--- src/rtl/fxp_mac_acc_pkg.sv ---
// Shared types and saturation helpers for the fixed-point MAC datapath.
// Other accumulating stages (bias-add, pooling) reuse sat_add and the limits.
package fxp_mac_acc_pkg;

  typedef enum logic [1:0] {ACC, DRAIN, DONE} state_e;

  localparam int SAT_W = 32;
  localparam logic [SAT_W-1:0] ACC_MAX = {1'b0, {(SAT_W-1){1'b1}}};
  localparam logic [SAT_W-1:0] ACC_MIN = {1'b1, {(SAT_W-1){1'b0}}};

  // Returns {ovf, sum}; sum is clamped when the true result leaves SAT_W range.
  function automatic logic [SAT_W:0] sat_add(input logic [SAT_W-1:0] a,
                                             input logic [SAT_W-1:0] b);
    logic [SAT_W:0] s;
    s = {a[SAT_W-1], a} + {b[SAT_W-1], b};
    if (s[SAT_W] != s[SAT_W-1]) return {1'b1, s[SAT_W] ? ACC_MIN : ACC_MAX};
    return {1'b0, s[SAT_W-1:0]};
  endfunction

endpackage

--- src/rtl/fxp_sat_add.sv ---
// Combinational W-bit signed saturating adder; ovf flags a clamped result.
module fxp_sat_add #(
  parameter int W = 32
) (
  input  logic [W-1:0] a_i,
  input  logic [W-1:0] b_i,
  output logic [W-1:0] sum_o,
  output logic         ovf_o
);

  localparam logic [W-1:0] MAX_V = {1'b0, {(W-1){1'b1}}};
  localparam logic [W-1:0] MIN_V = {1'b1, {(W-1){1'b0}}};

  logic [W:0] s;

  // One guard bit: top two bits disagree exactly when the signed range is exceeded.
  assign s     = {a_i[W-1], a_i} + {b_i[W-1], b_i};
  assign ovf_o = s[W] ^ s[W-1];
  assign sum_o = ovf_o ? (s[W] ? MIN_V : MAX_V) : s[W-1:0];

endmodule

--- src/rtl/fxp_mac_acc.sv ---
// Streaming signed fixed-point MAC for one neuron: NIN pairs in, one
// saturated ACC_W sum out with a sticky overflow flag.
module fxp_mac_acc
  import fxp_mac_acc_pkg::*;
#(
  parameter int DATA_W = 16,
  parameter int FRAC   = 8,
  parameter int ACC_W  = 32,
  parameter int NIN    = 16
) (
  input  logic              clk,
  input  logic              reset_,
  input  logic              in_valid,
  output logic              in_ready,
  input  logic [DATA_W-1:0] in_x,
  input  logic [DATA_W-1:0] in_w,
  output logic              out_valid,
  input  logic              out_ready,
  output logic [ACC_W-1:0]  out_data,
  output logic              out_ovf,
  output logic              busy
);

  localparam int PW    = 2 * DATA_W;
  localparam int CNT_W = (NIN > 1) ? $clog2(NIN) : 1;

  state_e             state_q, state_d;
  logic [CNT_W-1:0]   cnt_q, cnt_d;
  logic signed [PW-1:0] prod_q, mul;
  logic               p_valid_q, p_last_q;
  logic [ACC_W-1:0]   acc_q, acc_d;
  logic               ovf_q, ovf_d;
  logic               out_valid_q, out_valid_d;
  logic [ACC_W-1:0]   out_data_q, out_data_d;
  logic               out_ovf_q, out_ovf_d;

  logic               xfer, last_term;
  logic signed [ACC_W-1:0] prod_ext;
  logic [ACC_W-1:0]   add_sum;
  logic               add_ovf;

  assign in_ready  = reset_ && (state_q == ACC);
  assign xfer      = in_valid && in_ready;
  assign last_term = xfer && (cnt_q == CNT_W'(NIN - 1));
  assign mul       = PW'($signed(in_x)) * PW'($signed(in_w));
  assign prod_ext  = ACC_W'(prod_q);

  fxp_sat_add #(.W(ACC_W)) u_add (
    .a_i   (acc_q),
    .b_i   (prod_ext),
    .sum_o (add_sum),
    .ovf_o (add_ovf)
  );

  always_ff @(posedge clk or negedge reset_) begin
    if (!reset_) begin
      prod_q    <= '0;
      p_valid_q <= 1'b0;
      p_last_q  <= 1'b0;
    end else begin
      p_valid_q <= xfer;
      p_last_q  <= last_term;
      if (xfer) prod_q <= mul;
    end
  end

  always_ff @(posedge clk or negedge reset_) begin
    if (!reset_) begin
      state_q     <= ACC;
      cnt_q       <= '0;
      acc_q       <= '0;
      ovf_q       <= 1'b0;
      out_valid_q <= 1'b0;
      out_data_q  <= '0;
      out_ovf_q   <= 1'b0;
    end else begin
      state_q     <= state_d;
      cnt_q       <= cnt_d;
      acc_q       <= acc_d;
      ovf_q       <= ovf_d;
      out_valid_q <= out_valid_d;
      out_data_q  <= out_data_d;
      out_ovf_q   <= out_ovf_d;
    end
  end

  always_comb begin
    state_d     = state_q;
    cnt_d       = cnt_q;
    acc_d       = acc_q;
    ovf_d       = ovf_q;
    out_valid_d = out_valid_q;
    out_data_d  = out_data_q;
    out_ovf_d   = out_ovf_q;

    if (xfer) cnt_d = last_term ? '0 : cnt_q + CNT_W'(1);
    if (p_valid_q) begin
      acc_d = add_sum;
      ovf_d = ovf_q | add_ovf;
    end

    unique case (state_q)
      ACC:   if (last_term) state_d = DRAIN;
      DRAIN: if (p_valid_q && p_last_q) begin
        // Result register captures the sum that includes the final product.
        state_d     = DONE;
        out_valid_d = 1'b1;
        out_data_d  = add_sum;
        out_ovf_d   = ovf_q | add_ovf;
      end
      DONE:  if (out_ready) begin
        state_d     = ACC;
        out_valid_d = 1'b0;
        acc_d       = '0;
        ovf_d       = 1'b0;
      end
      default: state_d = ACC;
    endcase
  end

  assign out_valid = out_valid_q;
  assign out_data  = out_data_q;
  assign out_ovf   = out_ovf_q;
  assign busy      = (state_q != ACC) || (cnt_q != '0) || p_valid_q;

endmodule
--- config.mk ---
export PLATFORM = sky130hd
export DESIGN_NAME = fxp_mac_acc
export DESIGN_NICKNAME = d
export VERILOG_FILES = /design/src/rtl/fxp_mac_acc_pkg.sv /design/src/rtl/fxp_sat_add.sv /design/src/rtl/fxp_mac_acc.sv
export SDC_FILE = /design/constraint.sdc
export NUM_CORES = 1
export LEC_CHECK = 0
export ABC_AREA = 1
export CAP_MARGIN = 20
export CORE_ASPECT_RATIO = 1.75
export CORE_MARGIN = 2
export CORE_UTILIZATION = 42
export CTS_CLUSTER_DIAMETER = 120
export DETAILED_ROUTE_END_ITERATION = 12
export GPL_ROUTABILITY_DRIVEN = 0
export HOLD_SLACK_MARGIN = 0.02
export MAX_ROUTING_LAYER = met4
export SLEW_MARGIN = 10
export SYNTH_ARGS = -nofsm -noshare
export SYNTH_HDL_FRONTEND = slang
export SYNTH_SLANG_ARGS = --single-unit
--- constraint.sdc ---
create_clock -name clk -period 5.1 [get_ports clk]
set_input_delay 1.02 -clock clk [delete_from_list [all_inputs] [get_ports clk]]
set_output_delay 1.02 -clock clk [all_outputs]
set_load 0.005 [all_outputs]
[After elaboration in Yosys (flattened, before gate mapping)]
Index checks and enable logic that the tools add are counted.
Storage, ports and cells
  register bits after elaboration: 107
  bits of input ports: 36
  output and inout port bits: 36
  word-level logic and storage cells: 50
Cells by class
  $add $sub $neg: 2
  multipliers: 1
  equality and inequality tests: 6
  multiplexer cells: 16
  bitwise gates (word level): 2
  reductions and logical operators: 13
Operators by type and width (count)
  $mux W32: 5
  $add A32 B32 Y33: 1
  $mul A16 B16 Y32: 1
  $mux W2: 3
  $ne A2 B2 Y1 const B: 3
  $pmux W2 S3: 1
  $reduce_and A3 Y1: 2
  $mux W1: 5
  $add A4 B1 Y4 const B: 1
  $eq A4 B4 Y1 const B: 1
  $logic_and A1 B1 Y1: 4
  $mux W4: 1
  $reduce_bool A2 Y1: 2
  $reduce_bool A4 Y1: 1
  $eq A2 B1 Y1 const B: 1
  $eq A2 B2 Y1 const B: 1
  $logic_not A2 Y1: 1
  $logic_or A1 B1 Y1: 2
  $pmux W1 S2: 1
  $reduce_and A2 Y1: 1
  $or A1 B1 Y1: 1
  $xor A1 B1 Y1: 1

[Logic depth before layout (Yosys ltp)]
Gate-level depths: netlist (run 1).
  depth after elaboration: 6
  mapped depth: 28
  gate-level depth less buffers: 26

[Cells and area by module]
Synthesis (run 1) repeated with hierarchy kept, for this count alone.
Unflattened totals
  cell total of the unflattened synthesis: 2477
  area total of the unflattened synthesis: 17890.9 um^2
Modules (own cells, without submodules)
  fxp_mac_acc: instances 1, cells an instance 1985, area each 15344.7 um^2, sequential area each 2677.6 um^2
  fxp_sat_add: instances 1, cells an instance 492, area each 2546.2 um^2, sequential area each 0.0 um^2

[Least setup slack after synthesis (run 1)]
OpenSTA, ideal clock, no wires.
  path type: input to register
  start point: input port in_w[6]
  end point: register prod_q[27] (netlist: prod_ext[27])
  library setup time: 0.118 ns
  arrival: 6.166 ns
  required time: 4.982 ns
  slack: -1.184 ns
  stages: 21
  path buffers: 2
  cell sequence: clkbuf_1 -> clkbuf_1 -> nand2_1 -> fa_1 -> inv_1 -> fa_1 -> inv_1 -> fa_1 -> fa_1 -> fa_1 -> fa_1 -> inv_1 -> ha_1 -> inv_1 -> o21bai_1 -> o21bai_1 -> a21oi_1 -> nand3_1 -> or2_2 -> nand3_1 -> nand2_1
On the way
  longest elaborated chain between the ends: 1
Ends and longest elaborated chain
  start: declaration: RTL line fxp_mac_acc.sv:16  | input logic [DATA_W-1:0] in_w,
  $mul A16 B16 Y32: RTL line fxp_mac_acc.sv:45  | assign mul = PW'($signed(in_x)) * PW'($signed(in_w));
  end signal: assignment: RTL line fxp_mac_acc.sv:63  | if (xfer) prod_q <= mul;
  end: declaration: RTL line fxp_mac_acc.sv:29  | logic signed [PW-1:0] prod_q, mul;
Every way passes these cells.
A chain may end at the register's enable or synchronous reset.

[Final worst setup path (run 1)]
  start point: input port in_w[4]
  end point: register prod_q[22] (netlist: prod_ext[22])
The elaborated chain is that of the path after synthesis.

==> impl_results.md, run 1 <==
* Vias per cell at 4.92
* Gr usage total at 0.256
* FF/Latch Area at 2680 sq um
* Syn Nets at 2813
* Fillers at 3787
* DRT iter0 DRCs at 686
* Cells after synthesis at 2398
* # H-tree levels at 3
* Crit path capture type: flop
* Min-delay src: out_data[24]
* TNS Setup at -13.15 ns
* Slew Limit Headroom at 0.375
* Max-cap viol count at 0
* WP data arrival at 6.18 ns
* Clk_lat worst skew at 0.37 ns
* Synthesized cell area at 17500 sq um
* Failing checks: setup timing
* Final Critical Period at 5.87 ns
* CP max-delay cell: fa_1
* Syn-to-layout area delta at 32.1%
* Tcrit/Tclk final at 1.15
* Synth Warn # at 0
* Hold WS at 0.475 ns
* Worst r2r src: prod_ext[0]
* Maximum clock insertion buffer count at 2
* Max Freq at 0.170 GHz
* Critical Path Source: in_w[4]
* Sequential area share after synthesis at 0.153
* Worst Max-Slew Pin Slew at 0.932 ns
* Clk sinks at 107
* Initial Util at 0.427
* Worst path max stage delay at 0.54 ns
* Commonest non-fill, non-tap cells in the layout: nand2_1, inv_1, fa_1, buf_4, dfrtp_1
* CP Max Fanout at 6
* Final wirelength at 51.8 mm
* Most common cell on crit path: fa_1
* Placed cell areas at 20600 sq um
* Die area at 43400 sq um
* CP startpoint kind: primary input
* Multi-input gate area at 13600 sq um
* Grt ovf at 0
* Post-synthesis cell type count at 37
* Number of nets with antenna violations after routing at 0
* Post-route cell area at 23100 sq um
* Core area at 41000 sq um
* Final Max Slew Viols at 0
* ANT cells at 0
* DRC errors left at 0
* Initial antenna violation count at 0
* Final setup vio count at 23
* FP Rows at 98
* Worst hold path class: flop to flop
* Most common cell after layout, fill and taps aside: nand2_1
* Register bit total from synthesis at 107
* Chip width at 158 um
* Total CTS buffers at 9
* CTS hold repair buffers at 0
* CTS tree: yes
* Req. time, crit path at 5.41 ns
* Die Y-Extent at 274 um
* Setup Skew at 0.00820 ns
* DP Wirelength at 40.8 mm
* Port Buffers at 71
* Status: complete, but fails checks
* First-pass GRT wire length at 83.9 mm
* Crit-path cells: buf_6 -> buf_12 -> nand2_2 -> inv_2 -> fa_1 -> inv_2 -> fa_1 -> fa_1 -> fa_1 -> inv_2 -> fa_1 -> inv_2 -> fa_1 -> inv_2 -> ha_4 -> buf_6 -> nand2_4 -> buf_6 -> nor2_4 -> a21oi_2 -> o211ai_1 -> or2_4 -> nand3_2 -> nand2_1
* Critical path type: primary input to flop
* Largest net degree at the start of global routing at 67
* Clock transition at path regs at 0.07 ns
* Final nets at 3075
* Per-cell routed wire length at 16.1 um
* Pre-Repair DR Iteration Count at 5
* Layout cell share with drive strength beyond 1 at 0.254
* Clock root buffer master: clkbuf_16
* Vias in the first global route at 17193
* RSZ-0062 raised after global routing: yes
* IO Pins at 72
* Synth Area per Inst at 7.30 sq um
* Fin worst setup slack at -0.769 ns
* Final hold vios at 0
* Vias at 15810
[final cells by class]
type / count / share of cell area
sequential: 107 / 0.116
multi-input combinational: 1593 / 0.589
timing repair buffer: 339 / 0.152
tap: 550 / 0.0298
clock buffer: 12 / 0.0107
inverter: 610 / 0.0998
clock inverter: 4 / 0.00325
[kinds of logic (layout without fill, tap and decap cells)]
logic type | count (synthesis) | after routing | synth area share
AND/OR/NAND/NOR | 1012 | 1012 | 0.236
flip-flops | 107 | 107 | 0.153
buffers and inverters | 698 | 965 | 0.156
XOR/XNOR | 39 | 39 | 0.0195
AO/OA/AOI/OAI | 163 | 163 | 0.0517
adder cells (fa/ha/maj) | 379 | 379 | 0.384
[worst max-delay path, delay by kind of cell]
family	cells	cell delay [ns]
buf+inv	9	0.72
simple gates	6	0.62
fa+ha+maj	7	3.29
compound gates	2	0.51
[Yosys cell counts (all sizes together)]
| cell | instances | area, sq um |
|---|---|---|
| and3 | 2 | 12.5 |
| inv | 609 | 2290 |
| buf | 15 | 128 |
| a31oi | 2 | 12.5 |
| dfrtp | 107 | 2680 |
| a21o | 3 | 22.5 |
| nand2 | 765 | 2920 |
| ha | 116 | 1450 |
| nand3b | 3 | 22.5 |
| a221oi | 1 | 8.76 |
| fa | 263 | 5270 |
| o211ai | 4 | 30.0 |
| a21oi | 62 | 325 |
| o31ai | 1 | 7.51 |
| nand4 | 19 | 119 |
| nand3 | 101 | 505 |
| xor2 | 25 | 219 |
| nor2 | 89 | 342 |
| and2 | 1 | 6.26 |
| o21a | 5 | 37.5 |
| nor4 | 2 | 12.5 |
| xnor2 | 14 | 123 |
| clkinv | 1 | 3.75 |
| o21ai | 71 | 355 |
| o21bai | 14 | 105 |
| clkbuf | 73 | 314 |
| or2 | 18 | 113 |
| nor3 | 12 | 71.3 |
[path summary, 6_finish.rpt]
path	to	slack, ns	depth (start not counted)
worst min register to register	out_data[24]	0.48	2
min in group asynchronous	state_q[1]	0.76	2
worst max-delay path	prod_ext[22]	-0.77	24
worst max register to register	acc_q[18]	2.11	17
max in group asynchronous	out_data[5]	3.14	3
worst min-delay path	out_data[24]	0.48	2
[per-stage QoR]
stage	setup slack (ns)	instances	util
4_1_cts	-0.652	3199	0.552
3_5_place_dp	-1.73	3114	0.502
5_1_grt	-0.927	3215	0.564
3_3_place_gp	-1.63	3114	0.502
6_report	-0.769	3215	0.564
2_1_floorplan	-0.742	2398	-
[metal layers]
metal	wire length, um	GRT usage
met2	28200	0.481
met4	4780	0.188
met5	0	-
met3	1370	0.0221
met1	17400	0.235
[flip-flops by register name, indices dropped and copies added, names as in the netlist]
| name | count |
|---|---|
| ovf_q | 1 |
| out_ovf | 1 |
| cnt_q | 4 |
| state_q | 2 |
| p_valid_q | 1 |
| out_data | 32 |
| acc_q | 32 |
| p_last_q | 1 |
| out_valid | 1 |
| prod_ext | 32 |
[what timing repair did]
item | CTS | global route
pin swaps | 153 | 102
hold endpoints to repair | 0 | 0
cloned | 11 | 0
buffers inserted | 61 | 26
resized for setup | 462 | 125
setup endpoints to repair | 25 | 24
Power of run 1 is not shown: default switching activity piles up to over one toggle a cycle in this logic, so the estimate is an artifact.
==> run 2, diff against run 1 <==
--- a/config.mk
+++ b/config.mk
@@ -15,7 +15,9 @@
 export GPL_ROUTABILITY_DRIVEN = 0
 export HOLD_SLACK_MARGIN = 0.02
 export MAX_ROUTING_LAYER = met4
+export PLACE_DENSITY = 0.67
 export SLEW_MARGIN = 10
 export SYNTH_ARGS = -nofsm -noshare
 export SYNTH_HDL_FRONTEND = slang
+export SYNTH_HIERARCHICAL = 1
 export SYNTH_SLANG_ARGS = --single-unit
==> run 2 against run 1 <==
Effect of this change:
- the flow still finishes with violations (setup timing)
- area after synthesis up 2.3%
- utilization shrank 1.3 points
- via count grew 3.3%
- clock skew shrank 0.0014 ns
- worst setup slack improved by 0.15 ns
- sequential cell count did not move
- critical endpoint is now prod_ext[30]
- highest routed layer unchanged
==> impl_results.md, run 2 <==
* CP Max Fanout at 8 (was 6)
* Chip width at 160 um (was 158 um)
* Register bit total from synthesis at 107 (unchanged)
* Share of synthesized flip-flops with an asynchronous set or reset at 1.00 (unchanged)
* Synth Warn # at 6 (was 0)
* Core area at 42300 sq um (was 41000 sq um)
* Largest net degree at the start of global routing at 68 (was 67)
* Per-cell routed wire length at 16.4 um (was 16.1 um)
* Crit path capture type: flop (unchanged)
* Worst Max-Slew Pin Slew at 1.04 ns (was 0.932 ns)
* Vias per cell at 4.97 (was 4.92)
* Vias at 16325 (was 15810)
* Cells after synthesis at 2477 (was 2398)
* Max Freq at 0.175 GHz (was 0.170 GHz)
* Top_reg_cell synth: dfrtp_1 (unchanged)
* Most common cell in the netlist: nand2_1 (unchanged)
* Commonest non-fill, non-tap cells in the layout: nand2_1, inv_1, fa_1, buf_4, dfrtp_1 (unchanged)
* Initial Util at 0.423 (was 0.427)
* Clk sinks at 107 (unchanged)
* Post-route cell area at 23300 sq um (was 23100 sq um)
* Layout cell share with drive strength beyond 1 at 0.256 (was 0.254)
* Req. time, crit path at 5.36 ns (was 5.41 ns)
* WP data arrival at 5.98 ns (was 6.18 ns)
* Clock transition at path regs at 0.07 ns (about the same)
* Post-synthesis cell type count at 40 (was 37)
* Die Y-Extent at 277 um (was 274 um)
* Pre-Repair DR Iteration Count at 7 (was 5)
* Failing checks: setup timing (unchanged)
* CTS tree: yes (unchanged)
* Synth area leader: fa_1 (unchanged)
* DRC errors left at 0 (unchanged)
* Sequential area share after synthesis at 0.150 (was 0.153)
* Slew Limit Headroom at 0.307 (was 0.375)
* Most common cell after layout, fill and taps aside: nand2_1 (unchanged)
* Die area at 44300 sq um (was 43400 sq um)
* Final hold vios at 0 (unchanged)
* Synthesized cell area at 17900 sq um (was 17500 sq um)
* RSZ-0062 raised after global routing: yes (unchanged)
* Largest cells by area after synthesis: fa_1, nand2_1, dfrtp_1 (unchanged)
* Post-route non-filler standard cell count at 3283 (was 3215)
* Number of nets with antenna violations after routing at 0 (unchanged)
* Tcrit/Tclk final at 1.12 (was 1.15)
* Top cell type's share of synthesized area at 0.294 (was 0.301)
* First-pass GRT wire length at 86.1 mm (was 83.9 mm)
* Gr usage total at 0.252 (was 0.256)
* # H-tree levels at 3 (unchanged)
* Total CTS buffers at 9 (unchanged)
* FP Rows at 100 (was 98)
* Port Buffers at 71 (unchanged)
* Initial antenna violation count at 0 (unchanged)
* Fin worst setup slack at -0.624 ns (was -0.769 ns)
* Maximum clock insertion buffer count at 2 (unchanged)
* Syn-to-layout area delta at 30.3% (was 32.1%)
* Clk_lat worst skew at 0.37 ns (about the same)
* Max-cap viol count at 0 (unchanged)
* Clock root buffer master: clkbuf_16 (unchanged)
* Final setup vio count at 23 (unchanged)
* Post-synth EDFFs at 0 (unchanged)
* IO Pins at 72 (unchanged)
* Post-placement cell count at 3169 (was 3114)
* Final wirelength at 53.8 mm (was 51.8 mm)
* DRT iter0 DRCs at 948 (was 686)
* Syn Nets at 2892 (was 2813)
* Commonest cells in the synthesized netlist: nand2_1, inv_1, fa_1 (unchanged)
* Final Critical Period at 5.72 ns (was 5.87 ns)
* Vias in the first global route at 17634 (was 17193)
* Setup Skew at 0.00677 ns (was 0.00820 ns)
* CTS hold repair buffers at 0 (unchanged)
* DP Wirelength at 40.8 mm (about the same)
* Final nets at 3132 (was 3075)
* Worst hold path class: flop to flop (unchanged)
* Placed cell areas at 20800 sq um (was 20600 sq um)
* Synth Area per Inst at 7.22 sq um (was 7.30 sq um)
* ANT cells at 0 (unchanged)
* Status: complete, but fails checks (unchanged)
* Grt ovf at 0 (unchanged)
* CP startpoint kind: primary input (unchanged)
* Final Max Slew Viols at 0 (unchanged)
* Critical path type: primary input to flop (unchanged)
==> run 2: what timing repair did <==
action,CTS,global route
resized for setup,405,137
pin swaps,228,140
cloned,9,1
setup endpoints to repair,25,24
buffers inserted,76,22
==> run 2: area by class of cell <==
cell class | count | area (sq um)
tap | 561 | 702
inverter | 655 | 2480
sequential | 107 | 2680
fill | 3761 | 19000
multi-input combinational | 1629 | 13800
timing repair buffer | 315 | 3330
clock inverter | 7 | 75.1
clock buffer | 9 | 225
==> run 2: layer usage <==
layer	part of all wire	global-route usage	up-vias
li1	-	-	7665
met1	0.33	0.228	7771
met2	0.54	0.473	588
met3	0.039	0.0259	301
met4	0.099	0.196	0
met5	0	-	-
==> run 2: worst max-delay path: stages <==
cell and delay (ns):
buf_8 0.10, buf_8 0.13, nand2_4 0.05, inv_2 0.04, fa_2 0.50, buf_12 0.15
fa_2 0.59, buf_12 0.14, inv_4 0.03, fa_2 0.42, fa_1 0.57, fa_1 0.43
fa_1 0.51, inv_2 0.05, ha_4 0.32, nand2_8 0.08, nor2_4 0.18, nand2_4 0.10
nor3_4 0.22, nand2_4 0.10, nand2_2 0.07, nand2_2 0.05, nand3_2 0.06, nand2_1 0.06
==> run 2: stage by stage <==
| stage | worst slack [ns] | util | setup TNS [ns] | hold slack (ns) |
|---|---|---|---|---|
| after CTS | -0.563 | 0.540 | -9.97 | 0.485 |
| final | -0.624 | 0.551 | -10.69 | 0.478 |
| after global placement | -1.54 | 0.493 | -28.55 | 0.464 |
| after global routing | -0.764 | 0.551 | -14.28 | 0.502 |
| after floorplan | -0.649 | - | -10.04 | 0.453 |
| after detailed placement | -1.58 | 0.493 | -30.47 | 0.466 |
==> run 2: final timing paths <==
| kind | start | endpoint | slack, ns | cells past startpoint |
|---|---|---|---|---|
| worst min-delay path | out_ovf | out_ovf | 0.48 | 2 |
| worst max register to register | acc_q[0] | acc_q[0] | 2.14 | 18 |
| worst max-delay path | in_x[15] | prod_ext[30] | -0.62 | 24 |
| min in group asynchronous | reset_ | prod_ext[26] | 0.68 | 1 |
| worst min register to register | out_ovf | out_ovf | 0.48 | 2 |
| max in group asynchronous | reset_ | prod_ext[0] | 3.18 | 2 |
==> run 2: logic make-up (layout without fill, tap and decap cells) <==
family                   after synthesis  in the layout  synth area share
AO/OA/AOI/OAI                        177            177            0.0550
XOR/XNOR                              35             35            0.0171
adder cells (fa/ha/maj)              379            379             0.375
buffers and inverters                741            986             0.159
flip-flops                           107            107             0.150
AND/OR/NAND/NOR                     1038           1038             0.243
Power of run 2 is left out for the same reason.
==> run 3, diff against run 2 <==
--- a/config.mk
+++ b/config.mk
@@ -6,7 +6,7 @@
 export NUM_CORES = 1
 export LEC_CHECK = 0
 export ABC_AREA = 1
-export CAP_MARGIN = 20
+export CAP_MARGIN = 0
 export CORE_ASPECT_RATIO = 1.75
 export CORE_MARGIN = 2
 export CORE_UTILIZATION = 42
@@ -16,6 +16,7 @@
 export HOLD_SLACK_MARGIN = 0.02
 export MAX_ROUTING_LAYER = met4
 export PLACE_DENSITY = 0.67
+export SKIP_LAST_GASP = 1
 export SLEW_MARGIN = 10
 export SYNTH_ARGS = -nofsm -noshare
 export SYNTH_HDL_FRONTEND = slang
==> run 3 against run 2 <==
Effect of this change:
- the run still ends with setup timing left
- worst setup slack got worse by 0.028 ns
- die area did not move
- utilization rose by 0.28 points
- register-to-register slack is essentially flat
- hold slack hardly changed
- maximum frequency fell by 0.48%
- final area grew 0.50%
- global-route usage barely moved
- highest routed layer unchanged
==> impl_results.md, run 3 (same netlist as run 2, synthesis figures left out) <==
* Status: complete, but fails checks (unchanged)
* Failing checks: setup timing (unchanged)
* Core area at 42300 sq um (unchanged)
* # H-tree levels at 3 (unchanged)
* Final hold vios at 0 (unchanged)
* Count of buffer and inverter cells on the critical path at 6 (was 7)
* Critical path type: primary input to flop (unchanged)
* Crit-path cells: buf_4 -> bufbuf_16 -> nand2_1 -> fa_1 -> inv_1 -> fa_1 -> fa_2 -> fa_2 -> fa_1 -> inv_2 -> fa_1 -> inv_2 -> ha_4 -> nand2_4 -> nor2_4 -> inv_2 -> nor3_4 -> nand2_1 -> nand3_1 -> nand2_1 -> nand3_1 -> nand2_1 (was buf_8 -> buf_8 -> nand2_4 -> inv_2 -> fa_2 -> buf_12 -> fa_2 -> buf_12 -> inv_4 -> fa_2 -> fa_1 -> fa_1 -> fa_1 -> inv_2 -> ha_4 -> nand2_8 -> nor2_4 -> nand2_4 -> nor3_4 -> nand2_4 -> nand2_2 -> nand2_2 -> nand3_2 -> nand2_1)
* Slew Limit Headroom at 0.343 (was 0.307)
* Clock transition at path regs at 0.07 ns (about the same)
* Per-cell routed wire length at 16.5 um (was 16.4 um)
* Initial antenna violation count at 0 (unchanged)
* Initial Util at 0.423 (unchanged)
* Worst hold path class: flop to flop (unchanged)
* Post-route cell area at 23400 sq um (was 23300 sq um)
* First-pass GRT wire length at 86.0 mm (was 86.1 mm)
* Final wirelength at 54.2 mm (was 53.8 mm)
* DP Wirelength at 40.8 mm (unchanged)
* Post-placement cell count at 3169 (unchanged)
* Tcrit/Tclk final at 1.13 (was 1.12)
* Multi-input gate area at 13900 sq um (was 13800 sq um)
* CTS hold repair buffers at 0 (unchanged)
* WP data arrival at 6.01 ns (was 5.98 ns)
* IO Pins at 72 (unchanged)
* CTS tree: yes (unchanged)
* Pre-Repair DR Iteration Count at 5 (was 7)
* FP Rows at 100 (unchanged)
* DRT iter0 DRCs at 905 (was 948)
* R2R cell count at 18 (unchanged)
* Final setup vio count at 23 (unchanged)
* RSZ-0062 raised after global routing: yes (unchanged)
* Final nets at 3140 (was 3132)
* Fillers at 3730 (was 3761)
* Worst path max stage delay at 0.60 ns (was 0.59 ns)
* Vias at 16450 (was 16325)
* Crit path capture type: flop (unchanged)
* CP startpoint kind: primary input (unchanged)
* Die area at 44300 sq um (unchanged)
* Maximum clock insertion buffer count at 2 (unchanged)
* Most common cell after layout, fill and taps aside: nand2_1 (unchanged)
* Chip width at 160 um (unchanged)
* Max Freq at 0.174 GHz (was 0.175 GHz)
* Layout cell share with drive strength beyond 1 at 0.270 (was 0.256)
* Fin worst setup slack at -0.651 ns (was -0.624 ns)
* Die Y-Extent at 277 um (unchanged)
* Syn-to-layout area delta at 31.0% (was 30.3%)
* Largest net degree at the start of global routing at 68 (unchanged)
* Placed cell areas at 20800 sq um (unchanged)
* Delay-heaviest family, CP: adder cells (unchanged)
* Grt ovf at 0 (unchanged)
* TNS Setup at -10.45 ns (was -10.69 ns)
* Setup Skew at 0.00716 ns (was 0.00677 ns)
* CP Max Fanout at 7 (was 8)
* Worst Max-Slew Pin Slew at 0.984 ns (was 1.04 ns)
* CP max-delay cell: fa_2 (unchanged)
* Final Max Slew Viols at 0 (unchanged)
* DRC errors left at 0 (unchanged)
* Clk sinks at 107 (unchanged)
* Hold path cells at 2 (unchanged)
* Clk_lat worst skew at 0.37 ns (about the same)
* ANT cells at 0 (unchanged)
* FF/Latch Area at 2680 sq um (unchanged)
* CP Depth at 22 (was 24)
* Clock root buffer master: clkbuf_16 (unchanged)
* Commonest non-fill, non-tap cells in the layout: nand2_1, inv_1, fa_1, buf_4, dfrtp_1 (unchanged)
* Total CTS buffers at 9 (unchanged)
* R2r setup slk at 2.14 ns (about the same)
* Req. time, crit path at 5.36 ns (about the same)
* Post-route non-filler standard cell count at 3291 (was 3283)
* Vias in the first global route at 17632 (was 17634)
* Vias per cell at 5.00 (was 4.97)
* Final Critical Period at 5.75 ns (was 5.72 ns)
* Gr usage total at 0.252 (about the same)
* Number of nets with antenna violations after routing at 0 (unchanged)
* Port Buffers at 71 (unchanged)
* Hold WS at 0.478 ns (about the same)
* Max-cap viol count at 0 (unchanged)
run 3: what timing repair did:
item,CTS,global route
setup buffers,76,32
cloned,9,1
resized for setup,396,201
endpoints found under the setup margin,25,24
pin swaps,226,174
run 3: stage by stage:
stage / setup slack [ns] / utilization
2_1_floorplan: -0.649 / -
3_3_place_gp: -1.54 / 0.493
3_5_place_dp: -1.58 / 0.493
4_1_cts: -0.563 / 0.539
5_1_grt: -0.771 / 0.554
6_report: -0.651 / 0.554
run 3: layout make-up:
type                       count  share of cell area
multi-input combinational   1629               0.592
inverter                     655               0.106
clock inverter                 7             0.00320
clock buffer                   9             0.00961
sequential                   107               0.114
timing repair buffer         323               0.145
tap                          561              0.0300
run 3: path summary, 6_finish.rpt:
kind,start,end
worst max-delay path,in_x[10],prod_ext[26]
worst min-delay path,out_ovf,out_ovf
worst max register to register,acc_q[0],acc_q[0]
worst min register to register,out_ovf,out_ovf
max in group asynchronous,reset_,prod_ext[7]
min in group asynchronous,reset_,prod_ext[26]
run 3: worst min-delay path, stage by stage, from the launching register on:
cell and delay [ns]:
dfrtp_1 0.35, nand2_1 0.05, nand2_1 0.05
run 3: layer usage:
layer	part of all wire	track usage	vias to the layer above
met4	0.095	0.199	0
met3	0.037	0.0262	294
li1	-	-	7691
met2	0.54	0.472	556
met1	0.33	0.227	7909
met5	0	-	-
Power of run 3 is left out for the same reason.
